## config.mk

```make
export PLATFORM = sky130hd
export DESIGN_NAME = beep_tone_seq_flat
export DESIGN_NICKNAME = d
export VERILOG_FILES = /design/src/rtl/beep_tone_seq_if.sv /design/src/rtl/beep_tone_seq.sv /design/src/flat_wrapper.sv
export SDC_FILE = /design/constraint.sdc
export NUM_CORES = 1
export LEC_CHECK = 0
export CORE_MARGIN = 1
export CORE_UTILIZATION = 25
export CTS_BUF_LIST = sky130_fd_sc_hd__clkbuf_8
export DETAILED_ROUTE_END_ITERATION = 6
export HOLD_SLACK_MARGIN = 0.15
export PLACE_DENSITY = 0.46
export SLEW_MARGIN = 20
export SYNTH_ARGS = -nofsm -noshare
export SYNTH_HDL_FRONTEND = slang
export SYNTH_SLANG_ARGS = --single-unit
```

## constraint.sdc

```tcl
create_clock -name clk -period 11 [get_ports clk]
set_clock_uncertainty 0.2 [all_clocks]
set_input_delay 2.2 -clock clk [delete_from_list [all_inputs] [get_ports clk]]
set_output_delay 2.2 -clock clk [all_outputs]
set_load 0.005 [all_outputs]
```

## src/rtl/beep_tone_seq_if.sv

```systemverilog
// Beeper sequencer bus: control/config inputs and tone/status outputs.
//   master: drives start, stop, mode, period, high_time, burst_len, gap_len
//           and observes beep, busy, done, err, cnt_now, burst_cnt
//   slave : the sequencer side of the same signals
interface beep_tone_seq_if #(
    parameter int unsigned CNT_W   = 32,
    parameter int unsigned BURST_W = 16
);
    logic               start;
    logic               stop;
    logic [1:0]         mode;
    logic [CNT_W-1:0]   period;
    logic [CNT_W-1:0]   high_time;
    logic [BURST_W-1:0] burst_len;
    logic [CNT_W-1:0]   gap_len;
    logic               beep;
    logic               busy;
    logic               done;
    logic               err;
    logic [CNT_W-1:0]   cnt_now;
    logic [BURST_W-1:0] burst_cnt;

    modport master (
        output start, stop, mode, period, high_time, burst_len, gap_len,
        input  beep, busy, done, err, cnt_now, burst_cnt
    );

    modport slave (
        input  start, stop, mode, period, high_time, burst_len, gap_len,
        output beep, busy, done, err, cnt_now, burst_cnt
    );
endinterface

```

## src/rtl/beep_tone_seq.sv

```systemverilog
// Tone/burst sequencer for the beeper path. Produces a duty-programmable square
// wave as a one-shot burst, continuously, or as repeating bursts separated by gaps.
//   clk : system clock
//   rst : asynchronous active-low reset
//   bus : beep_tone_seq_if.slave
//         in : start, stop, mode (00 one-shot, 01 continuous, 10 repeat),
//              period, high_time, burst_len, gap_len
//         out: beep, busy, done (one-shot complete pulse), err (rejected start
//              pulse), cnt_now (period/gap counter), burst_cnt (periods done)
// All outputs are registered.
module beep_tone_seq #(
    parameter int unsigned CNT_W   = 32,
    parameter int unsigned BURST_W = 16
) (
    input  logic            clk,
    input  logic            rst,
    beep_tone_seq_if.slave  bus
);

    localparam logic [1:0] MODE_ONESHOT = 2'b00;
    localparam logic [1:0] MODE_CONT    = 2'b01;
    localparam logic [1:0] MODE_REPEAT  = 2'b10;
    localparam logic [1:0] MODE_RSVD    = 2'b11;

    typedef enum logic [1:0] {
        S_IDLE = 2'd0,
        S_TONE = 2'd1,
        S_GAP  = 2'd2
    } state_t;

    state_t             state_q, state_d;

    logic [1:0]         mode_q;
    logic [CNT_W-1:0]   period_q;
    logic [CNT_W-1:0]   high_q;
    logic [BURST_W-1:0] burst_q;
    logic [CNT_W-1:0]   gap_q;

    logic [CNT_W-1:0]   cnt_q, cnt_d;
    logic [BURST_W-1:0] bcnt_q, bcnt_d;
    logic               beep_q, beep_d;
    logic               busy_q, busy_d;
    logic               done_q, done_d;
    logic               err_q, err_d;
    logic               load_cfg;

    logic               cfg_ok;
    logic [CNT_W-1:0]   high_in;
    logic [CNT_W-1:0]   high_sel;
    logic               last_period_clk;
    logic               last_burst_period;
    logic               last_gap_clk;

    // Start validity and clipped high time, evaluated on the raw inputs
    assign cfg_ok  = (bus.period >= CNT_W'(2)) && (bus.mode != MODE_RSVD) &&
                     ((bus.burst_len != '0) || (bus.mode == MODE_CONT));
    assign high_in = (bus.high_time < bus.period) ? bus.high_time : bus.period;

    assign last_period_clk   = (cnt_q == period_q - CNT_W'(1));
    assign last_burst_period = (bcnt_q == burst_q - BURST_W'(1));
    assign last_gap_clk      = (cnt_q == gap_q - CNT_W'(1));

    // State register
    always_ff @(posedge clk or negedge rst) begin
        if (!rst) begin
            state_q <= S_IDLE;
        end else begin
            state_q <= state_d;
        end
    end

    // Next state, counters and output values
    always_comb begin
        state_d  = state_q;
        cnt_d    = cnt_q;
        bcnt_d   = bcnt_q;
        done_d   = 1'b0;
        err_d    = 1'b0;
        load_cfg = 1'b0;
        high_sel = high_q;
        beep_d   = 1'b0;
        busy_d   = 1'b0;

        case (state_q)
            S_IDLE: begin
                cnt_d  = '0;
                bcnt_d = '0;
                if (bus.start) begin
                    if (cfg_ok) begin
                        load_cfg = 1'b1;
                        state_d  = S_TONE;
                    end else begin
                        err_d = 1'b1;
                    end
                end
            end
            S_TONE: begin
                if (last_period_clk) begin
                    cnt_d  = '0;
                    bcnt_d = bcnt_q + BURST_W'(1);
                    if ((mode_q != MODE_CONT) && last_burst_period) begin
                        if (mode_q == MODE_ONESHOT) begin
                            state_d = S_IDLE;
                            bcnt_d  = '0;
                            done_d  = 1'b1;
                        end else if (gap_q == '0) begin
                            // zero gap: next burst starts without a silent cycle
                            bcnt_d = '0;
                        end else begin
                            state_d = S_GAP;
                        end
                    end
                end else begin
                    cnt_d = cnt_q + CNT_W'(1);
                end
            end
            S_GAP: begin
                if (last_gap_clk) begin
                    state_d = S_TONE;
                    cnt_d   = '0;
                    bcnt_d  = '0;
                end else begin
                    cnt_d = cnt_q + CNT_W'(1);
                end
            end
            default: begin
                state_d = S_IDLE;
                cnt_d   = '0;
                bcnt_d  = '0;
            end
        endcase

        // Abort overrides everything, including a same-cycle start
        if (bus.stop) begin
            state_d  = S_IDLE;
            cnt_d    = '0;
            bcnt_d   = '0;
            done_d   = 1'b0;
            err_d    = 1'b0;
            load_cfg = 1'b0;
        end

        if (load_cfg) begin
            high_sel = high_in;
        end
        beep_d = (state_d == S_TONE) && (cnt_d < high_sel);
        busy_d = (state_d != S_IDLE);
    end

    // Latched configuration and registered outputs
    always_ff @(posedge clk or negedge rst) begin
        if (!rst) begin
            mode_q   <= MODE_ONESHOT;
            period_q <= '0;
            high_q   <= '0;
            burst_q  <= '0;
            gap_q    <= '0;
            cnt_q    <= '0;
            bcnt_q   <= '0;
            beep_q   <= 1'b0;
            busy_q   <= 1'b0;
            done_q   <= 1'b0;
            err_q    <= 1'b0;
        end else begin
            if (load_cfg) begin
                mode_q   <= bus.mode;
                period_q <= bus.period;
                high_q   <= high_in;
                burst_q  <= bus.burst_len;
                gap_q    <= bus.gap_len;
            end
            cnt_q  <= cnt_d;
            bcnt_q <= bcnt_d;
            beep_q <= beep_d;
            busy_q <= busy_d;
            done_q <= done_d;
            err_q  <= err_d;
        end
    end

    assign bus.beep      = beep_q;
    assign bus.busy      = busy_q;
    assign bus.done      = done_q;
    assign bus.err       = err_q;
    assign bus.cnt_now   = cnt_q;
    assign bus.burst_cnt = bcnt_q;

endmodule
```

## src/flat_wrapper.sv

```systemverilog
// flat-port wrapper written by rule: the top's interface ports become plain ports
module beep_tone_seq_flat 
#(
    parameter int unsigned CNT_W   = 32,
    parameter int unsigned BURST_W = 16
)
  (clk, rst, bus_start, bus_stop, bus_mode, bus_period, bus_high_time, bus_burst_len, bus_gap_len, bus_beep, bus_busy, bus_done, bus_err, bus_cnt_now, bus_burst_cnt);
  beep_tone_seq_if #(.CNT_W(CNT_W), .BURST_W(BURST_W)) bus_i ();
  input  logic clk;
  input  logic rst;
  input wire logic [$bits(bus_i.start)-1:0] bus_start;
  input wire logic [$bits(bus_i.stop)-1:0] bus_stop;
  input wire logic [$bits(bus_i.mode)-1:0] bus_mode;
  input wire logic [$bits(bus_i.period)-1:0] bus_period;
  input wire logic [$bits(bus_i.high_time)-1:0] bus_high_time;
  input wire logic [$bits(bus_i.burst_len)-1:0] bus_burst_len;
  input wire logic [$bits(bus_i.gap_len)-1:0] bus_gap_len;
  output wire logic [$bits(bus_i.beep)-1:0] bus_beep;
  output wire logic [$bits(bus_i.busy)-1:0] bus_busy;
  output wire logic [$bits(bus_i.done)-1:0] bus_done;
  output wire logic [$bits(bus_i.err)-1:0] bus_err;
  output wire logic [$bits(bus_i.cnt_now)-1:0] bus_cnt_now;
  output wire logic [$bits(bus_i.burst_cnt)-1:0] bus_burst_cnt;
  assign bus_i.start = bus_start;
  assign bus_i.stop = bus_stop;
  assign bus_i.mode = bus_mode;
  assign bus_i.period = bus_period;
  assign bus_i.high_time = bus_high_time;
  assign bus_i.burst_len = bus_burst_len;
  assign bus_i.gap_len = bus_gap_len;
  assign bus_beep = bus_i.beep;
  assign bus_busy = bus_i.busy;
  assign bus_done = bus_i.done;
  assign bus_err = bus_i.err;
  assign bus_cnt_now = bus_i.cnt_now;
  assign bus_burst_cnt = bus_i.burst_cnt;
  beep_tone_seq #(.CNT_W(CNT_W), .BURST_W(BURST_W)) u_core (.clk(clk), .rst(rst), .bus(bus_i));
endmodule
```

==> summary.md, run 1 <==
| Metric | Value |
|---|---|
| Maxcap violations | 0 |
| Net Count, Synth | 1501 |
| IO Port Bufs | 169 |
| TritonRoute pass-1 iters | 7 |
| Crit. End Element | flop |
| Yosys cell types | 85 |
| WL per Instance | around 20 um |
| PwrDens | approximately 130 nW/um^2 |
| Fin crit share | 0.681 |
| CTS root buf | clkbuf_8 |
| # clock sinks | 168 |
| Combinational fraction of design power | 0.286 |
| HP Class | reg2reg |
| Internal | 1.23 mW |
| Final worst slack | approximately 3.5 ns |
| Final setup fails | 0 |
| Final TNS setup | 0 ns |
| Pin count of the biggest net entering global routing | 96 |
| Area Overhead vs Synth | 23.2% |
| Worst hold start | u_core.high_q[29] |
| CP bufs+invs | 2 |
| Post-CTS setup repair buffer count | 0 |
| Max incr delay on CP | about 0.77 ns |
| Initial Util | 0.254 |
| Worst Setup Start Kind | input pin |
| Gpl congestion | about 0.90 |
| Main flop type after synthesis | dfrtp_1 |
| WHS Endpoint | u_core.high_q[29] |
| Area leader, netlist | dfrtp_1 |
| Crit path time final | 7.49 ns |
| Initial antenna violation count | 0 |
| Routed wire length | about 40000 um |
| VDD IR-drop max | ~0.06 mV |
| Synth top area share | 0.355 |
| FF-to-FF End | u_core.bus.beep |
| Worst-margin pin slew | 0.977 ns |
| Outcome | finished, violations left |
| Vias in the first global route | just under 10000 |
| Top cells by count, synth | dfrtp_1, nor2_1, inv_1, nand2_1, ha_1 |
| Die Y | 220 um |
| Antenna Nets Post-Route | 0 |
| Global-route usage over all layers | 0.171 |
| Clk slew on worst S/H paths | ~0.1 ns |
| Worst R2R Start | u_core.period_q[16] |
| Worst slack, placed | roughly 3.1 ns |
| R2R setup slack | ~3.8 ns |
| Crit-path max FO | 95 |
| Slew Limit Fails | 0 |
| Fraction of layout cells with a size suffix above 1 | 0.0864 |
| Die width | approximately 220 um |
| Synth area leaders | dfrtp_1, ha_1, mux2_2 |
| Longest Clk Path Bufs | 2 |
| Slew Limit Headroom | 0.342 |
| Via/cell ratio | between 4 and 5 |
| Ys async rst share | 1.00 |
| Fillers | 4912 |
| Crit Path Class | in2reg |
| CP max-delay cell | nor4_1 |
| Mapped Area | about 12000 um^2 |
| Post-synthesis cell count | ~1300 |
| WP data required | ~11 ns |
| Gr ovfl total | 0 |
| Post-DP HPWL | 32300 um |
| Synth Register Bits | 168 |
| Avg Cell Area, Syn | between 9 and 10 um^2 |
| Vias after detailed routing | slightly above 10000 |
| ANT cells | 0 |
| First-pass GRT wire length | 61100 um |
| Clk network pwr share | 0.275 |
| LEAKAGE | ~6.1 nW |
| Gate family responsible for the most delay along the worst path | simple AND/OR/NAND/NOR gates |
| Worst EP arrival | 7.65 ns |
| Power share of the sequential group | 0.439 |
| Hold path depth | 2 |
| Worst r2r path cells | 18 |
| Remaining DRCs | 10 |
| RSZ-0062 raised after global routing | no |
| Post-synth EDFFs | 0 |
| Crit-path cells | clkdlybuf4s50_1 -> nor4_1 -> nand4_1 -> nor2_1 -> a211oi_1 -> and2_2 -> nand3_4 -> buf_4 -> a21oi_1 -> ha_1 -> nand2_1 -> nor3_1 -> nand2_1 -> or3_1 -> or3_1 -> a211oi_1 -> nor3b_1 -> nor4b_2 |
| I/O pin count | 170 |
| Core area | ~47000 um^2 |
| Total CTS buffers | 17 |
| TritonCTS clock tree | done |
| Max Clk Rate | between 100 and 150 MHz |
| Post-CTS sizing | 0 |
| H-tree Lvls | 4 |
| Hold buffers post-CTS | 0 |
| # rows | between 70 and 80 |
| Clock latency on the worst-skew pair | between 0.5 and 0.6 ns |
| Seq/Total Area, Yosys | 0.355 |
| Sw Share | 0.362 |
| DIE AREA | 48200 um^2 |
| Switch Pwr | between 0.6 and 0.7 mW |
| Top-count cell post-synth | dfrtp_1 |
| Failing checks | design-rule violations |
| Hold Vio Cnt, Final | 0 |
| Synth warnings | 0 |
| Drt first-iter violations | 570 |
| Layout Nets | 1634 |
==> sequential cells by signal, summed over array words and instances, names as in the netlist <==
signal / count
u_core.burst_q: 16
u_core.bus.err: 1
u_core.mode_q: 2
u_core.bus.done: 1
u_core.period_q: 32
u_core.bus.burst_cnt: 16
u_core.state_q: 2
u_core.bus.busy: 1
u_core.high_q: 32
u_core.gap_q: 32
u_core.bus.cnt_now: 32
u_core.bus.beep: 1
==> worst max path at each step <==
stage                   startpoint         endpoint  slack, ns  cells after the start
CTS                  bus_period[9]  u_core.bus.beep       3.64                     18
global placement     bus_period[5]  u_core.bus.beep       3.10                     19
detailed placement   bus_period[9]  u_core.bus.beep       3.06                     19
global route         bus_period[9]  u_core.bus.beep       3.13                     18
floorplan           bus_period[25]  u_core.bus.beep       4.65                     22
finish               bus_period[9]  u_core.bus.beep       3.51                     18
==> per-layer routing <==
layer	global-route usage	up-vias	part of all wire
met5	0	-	0
met4	0.0517	0	0.018
met3	0.0364	34	0.053
met2	0.279	207	0.48
met1	0.224	4960	0.45
li1	-	4985	-
==> cell usage in the layout, fill, tap and decap left out, drive strengths merged, types with 5 or more instances in the layout <==
master / netlist / layout
a211oi: 10 / 10
inv: 88 / 94
nor3b: 7 / 7
a21o: 20 / 20
xnor2: 60 / 60
ha: 71 / 71
nand2: 86 / 86
or4: 23 / 23
nor2b: 9 / 9
nand4: 34 / 34
dfrtp: 168 / 168
a211o: 5 / 5
buf: 9 / 8
clkdlybuf4s50: 0 / 168
nor3: 39 / 39
nor2: 110 / 110
o21ai: 61 / 61
a31oi: 8 / 8
mux2i: 40 / 40
mux2: 55 / 55
o21a: 5 / 5
a21boi: 5 / 5
a21oi: 60 / 60
xor2: 57 / 57
o211ai: 11 / 11
nand3b: 9 / 9
nand2b: 17 / 17
or3: 17 / 17
and3: 13 / 13
or2: 6 / 6
nor4bb: 5 / 5
nor4: 34 / 34
nand3: 39 / 39
clkbuf: 53 / 18
==> area by class of cell <==
| class | count | area, um^2 | share of cell area |
|---|---|---|---|
| Tap cell | 607 | 759 | 0.0521 |
| Clock buffer | 18 | 248 | 0.0170 |
| Inverter | 89 | 334 | 0.0229 |
| Clock inverter | 14 | 209 | 0.0143 |
| Timing Repair Buffer | 176 | 1750 | 0.120 |
| Multi-Input combinational cell | 993 | 7080 | 0.486 |
| Sequential cell | 168 | 4200 | 0.288 |
==> worst min-delay path, delay by kind of cell (launching register included) <==
| family | cells | cell delay, ns |
|---|---|---|
| compound gates | 1 | 0.08 |
| buf+inv | 1 | 0.05 |
| flops | 1 | 0.33 |
==> stage by stage <==
stage / cells / hold slack, ns / total power [mW] / utilization / area [um^2]
2_1_floorplan: 1312 / 0.241 / 1.19 / - / 11800
3_3_place_gp: 2033 / 0.263 / 1.40 / 0.303 / 14100
3_5_place_dp: 2033 / 0.266 / 1.41 / 0.303 / 14100
4_1_cts: 2065 / 0.289 / 1.95 / 0.313 / 14600
5_1_grt: 2065 / 0.321 / 2.05 / 0.313 / 14600
6_report: 2065 / 0.288 / 1.93 / 0.313 / 14600
==> cell families (layout without fill, tap and decap cells) <==
kind of cell	Yosys count	after routing	share of synthesized area
simple gates	468	468	0.212
flops	168	168	0.355
fa+ha+maj	71	71	0.0751
compound gates	242	242	0.136
buf+inv	151	297	0.0490
mux	95	95	0.0862
xor+xnor	117	117	0.0866
==> power groups by stage <==
stage	Clock, mW	Combinational (mW)	Sequential [mW]
2_1_floorplan	0	0.398	0.794
3_3_place_gp	0	0.544	0.859
3_5_place_dp	0	0.550	0.862
4_1_cts	0.552	0.553	0.849
5_1_grt	0.571	0.615	0.864
6_report	0.529	0.551	0.847
No activity file was read; power rests on OpenSTA's default activity.
==> run 2, diff against run 1 <==
- clock period: 11 -> 7.54 ns (I/O delays scaled with it)
==> summary.md, run 2 (synthesis results as in run 1) <==
| Metric | Value |
|---|---|
| Outcome | finished, violations left (unchanged) |
| Failing checks | design-rule violations (unchanged) |
| Initial antenna violation count | 0 (unchanged) |
| Crit-path cells | or4_1 -> or4_1 -> nor3_1 -> mux2i_1 -> nand4b_1 -> nor4_2 -> o21ai_2 -> nand3_4 -> nor2_1 -> ha_1 -> nand4_1 -> nor3_1 -> nand2_1 -> or3_1 -> or3_1 -> a211oi_1 -> nor3b_1 -> nor4b_2 (was clkdlybuf4s50_1 -> nor4_1 -> nand4_1 -> nor2_1 -> a211oi_1 -> and2_2 -> nand3_4 -> buf_4 -> a21oi_1 -> ha_1 -> nand2_1 -> nor3_1 -> nand2_1 -> or3_1 -> or3_1 -> a211oi_1 -> nor3b_1 -> nor4b_2) |
| Gr ovfl total | 0 (unchanged) |
| Vias after detailed routing | 10200 (about the same) |
| IO Port Bufs | 169 (unchanged) |
| Remaining DRCs | 10 (unchanged) |
| Max incr delay on CP | 0.73 ns (was 0.77 ns) |
| Final TNS setup | 0 ns (unchanged) |
| Die width | 220 um (unchanged) |
| Routed wire length | 41100 um (was 40600 um) |
| Overall Power | 2.80 mW (was 1.93 mW) |
| VDD IR-drop max | 0.0865 mV (was 0.0600 mV) |
| Fillers | 4937 (was 4912) |
| I/O pin count | 170 (unchanged) |
| Initial Util | 0.254 (unchanged) |
| Slew Limit Headroom | 0.329 (was 0.342) |
| Final setup fails | 0 (unchanged) |
| Clock latency on the worst-skew pair | 0.51 ns (was 0.52 ns) |
| Final instance area | 14600 um^2 (about the same) |
| First-pass GRT wire length | 63200 um (was 61100 um) |
| Gpl congestion | 0.867 (was 0.903) |
| Post-CTS sizing | 0 (unchanged) |
| Post-CTS setup repair buffer count | 0 (unchanged) |
| Hold buffers post-CTS | 0 (unchanged) |
| Fin Hold WS | 0.282 ns (was 0.288 ns) |
| HP Class | reg2reg (unchanged) |
| Dpl cell area | 14200 um^2 (was 14100 um^2) |
| H-tree Lvls | 4 (unchanged) |
| Max Clk Rate | around 150 MHz |
| # rows | 79 (unchanged) |
| Global-route usage over all layers | 0.175 (was 0.171) |
| Area Overhead vs Synth | 23.4% (was 23.2%) |
| Antenna Nets Post-Route | 0 (unchanged) |
| Final Util | 0.313 (about the same) |
| DIE AREA | 48200 um^2 (unchanged) |
| Die Y | 220 um (unchanged) |
| Crit path time final | about 6.6 ns |
| RSZ-0062 raised after global routing | no (unchanged) |
| Fin crit share | 0.880 |
| Commonest cells after routing, fill and taps aside | clkdlybuf4s50_1, dfrtp_1, nor2_1 (unchanged) |
| TritonCTS clock tree | done (unchanged) |
| Post-DP HPWL | 32500 um (was 32300 um) |
| Gate family responsible for the most delay along the worst path | simple AND/OR/NAND/NOR gates (unchanged) |
| Hold Vio Cnt, Final | 0 (unchanged) |
| WP data required | 7.71 ns (was 11.16 ns) |
| Longest Clk Path Bufs | 2 (unchanged) |
| Total CTS buffers | 17 (unchanged) |
| Worst Setup Start Kind | flop (was input pin) |
| Worst slack, placed | 0.493 ns (was 3.06 ns) |
| Multi-input gate area | 7080 um^2 (unchanged) |
| Final worst slack | 0.905 ns (was 3.51 ns) |
| LEAKAGE | 6.14 nW (was 6.12 nW) |
| ANT cells | 0 (unchanged) |
| Post-route insts no fill | 2069 (was 2065) |
| Crit. End Element | flop (unchanged) |
| Drt first-iter violations | 696 (was 570) |
| Register area | 4200 um^2 (unchanged) |
| Dpl cells | 2037 (was 2033) |
| Crit-path max FO | 11 (was 95) |
| CTS root buf | clkbuf_8 (unchanged) |
| Pin count of the biggest net entering global routing | 73 (was 96) |
| Via/cell ratio | 4.95 (was 4.93) |
| Fraction of layout cells with a size suffix above 1 | 0.0882 (was 0.0864) |
| Vias in the first global route | 10200 (was 9878) |
| Crit Path Class | reg2reg (was in2reg) |
| Slew Limit Fails | 0 (unchanged) |
| Maxcap violations | 0 (unchanged) |
| Core area | 46700 um^2 (unchanged) |
| Worst-margin pin slew | 0.998 ns (was 0.977 ns) |
| CP bufs+invs | 0 (was 2) |
| Clk slew on worst S/H paths | 0.11 ns (was 0.10 ns) |
| WL per Instance | 19.9 um (was 19.7 um) |
| # clock sinks | 168 (unchanged) |
| PwrDens | 192 nW/um^2 (was 132 nW/um^2) |
| Layout Nets | 1638 (was 1634) |
| Worst EP arrival | 6.80 ns (was 7.65 ns) |
| TritonRoute pass-1 iters | 7 (unchanged) |
| CP max-delay cell | or4_1 (was nor4_1) |
-- run 2: cell types whose count changed in the layout (fill, tap and decap cells not counted) --
cell        change
buf_4           +4
clkbuf_8        -1
clkinv_4        +1
clkinvlp_4      -1
inv_1           +1
-- run 2: path summary, 6_finish.rpt --
path	start	endpoint	slack, ns	cells past startpoint
worst max-delay path	u_core.period_q[4]	u_core.bus.beep	0.91	18
worst min-delay path	u_core.high_q[27]	u_core.high_q[27]	0.28	2
worst max register to register	u_core.period_q[4]	u_core.bus.beep	0.91	18
worst min register to register	u_core.high_q[27]	u_core.high_q[27]	0.28	2
max in group asynchronous	rst	u_core.period_q[24]	5.14	2
min in group asynchronous	rst	u_core.gap_q[5]	0.82	1
-- run 2: worst reg2reg max path, stage by stage (launching register included) --
cell and delay (ns):
dfrtp_1 0.48, or4_1 0.73, or4_1 0.66, nor3_1 0.42, mux2i_1 0.33, nand4b_1 0.17, nor4_2 0.53, o21ai_2 0.29
nand3_4 0.24, nor2_1 0.10, ha_1 0.29, nand4_1 0.12, nor3_1 0.27, nand2_1 0.15, or3_1 0.43, or3_1 0.45
a211oi_1 0.29, nor3b_1 0.29, nor4b_2 0.07
-- run 2: power by group --
part / internal (mW) / switching [mW] / leakage, nW / total [mW]
sequential: 1.04 / 0.192 / 2.14 / 1.23
combinational: 0.382 / 0.427 / 3.78 / 0.809
clock: 0.369 / 0.394 / 0.223 / 0.763
-- run 2: layout make-up --
class	instances	area share
clock inverter	15	0.0147
sequential	168	0.288
clock buffer	17	0.0160
multi-input combinational	993	0.485
tap	607	0.0520
timing repair buffer	180	0.122
inverter	89	0.0229
-- run 2: metal layers --
layer,vias to the layer above,track usage,share of wire
li1,4994,-,-
met2,194,0.287,0.48
met5,-,0,0
met3,34,0.0338,0.043
met4,0,0.0437,0.016
met1,5015,0.234,0.46
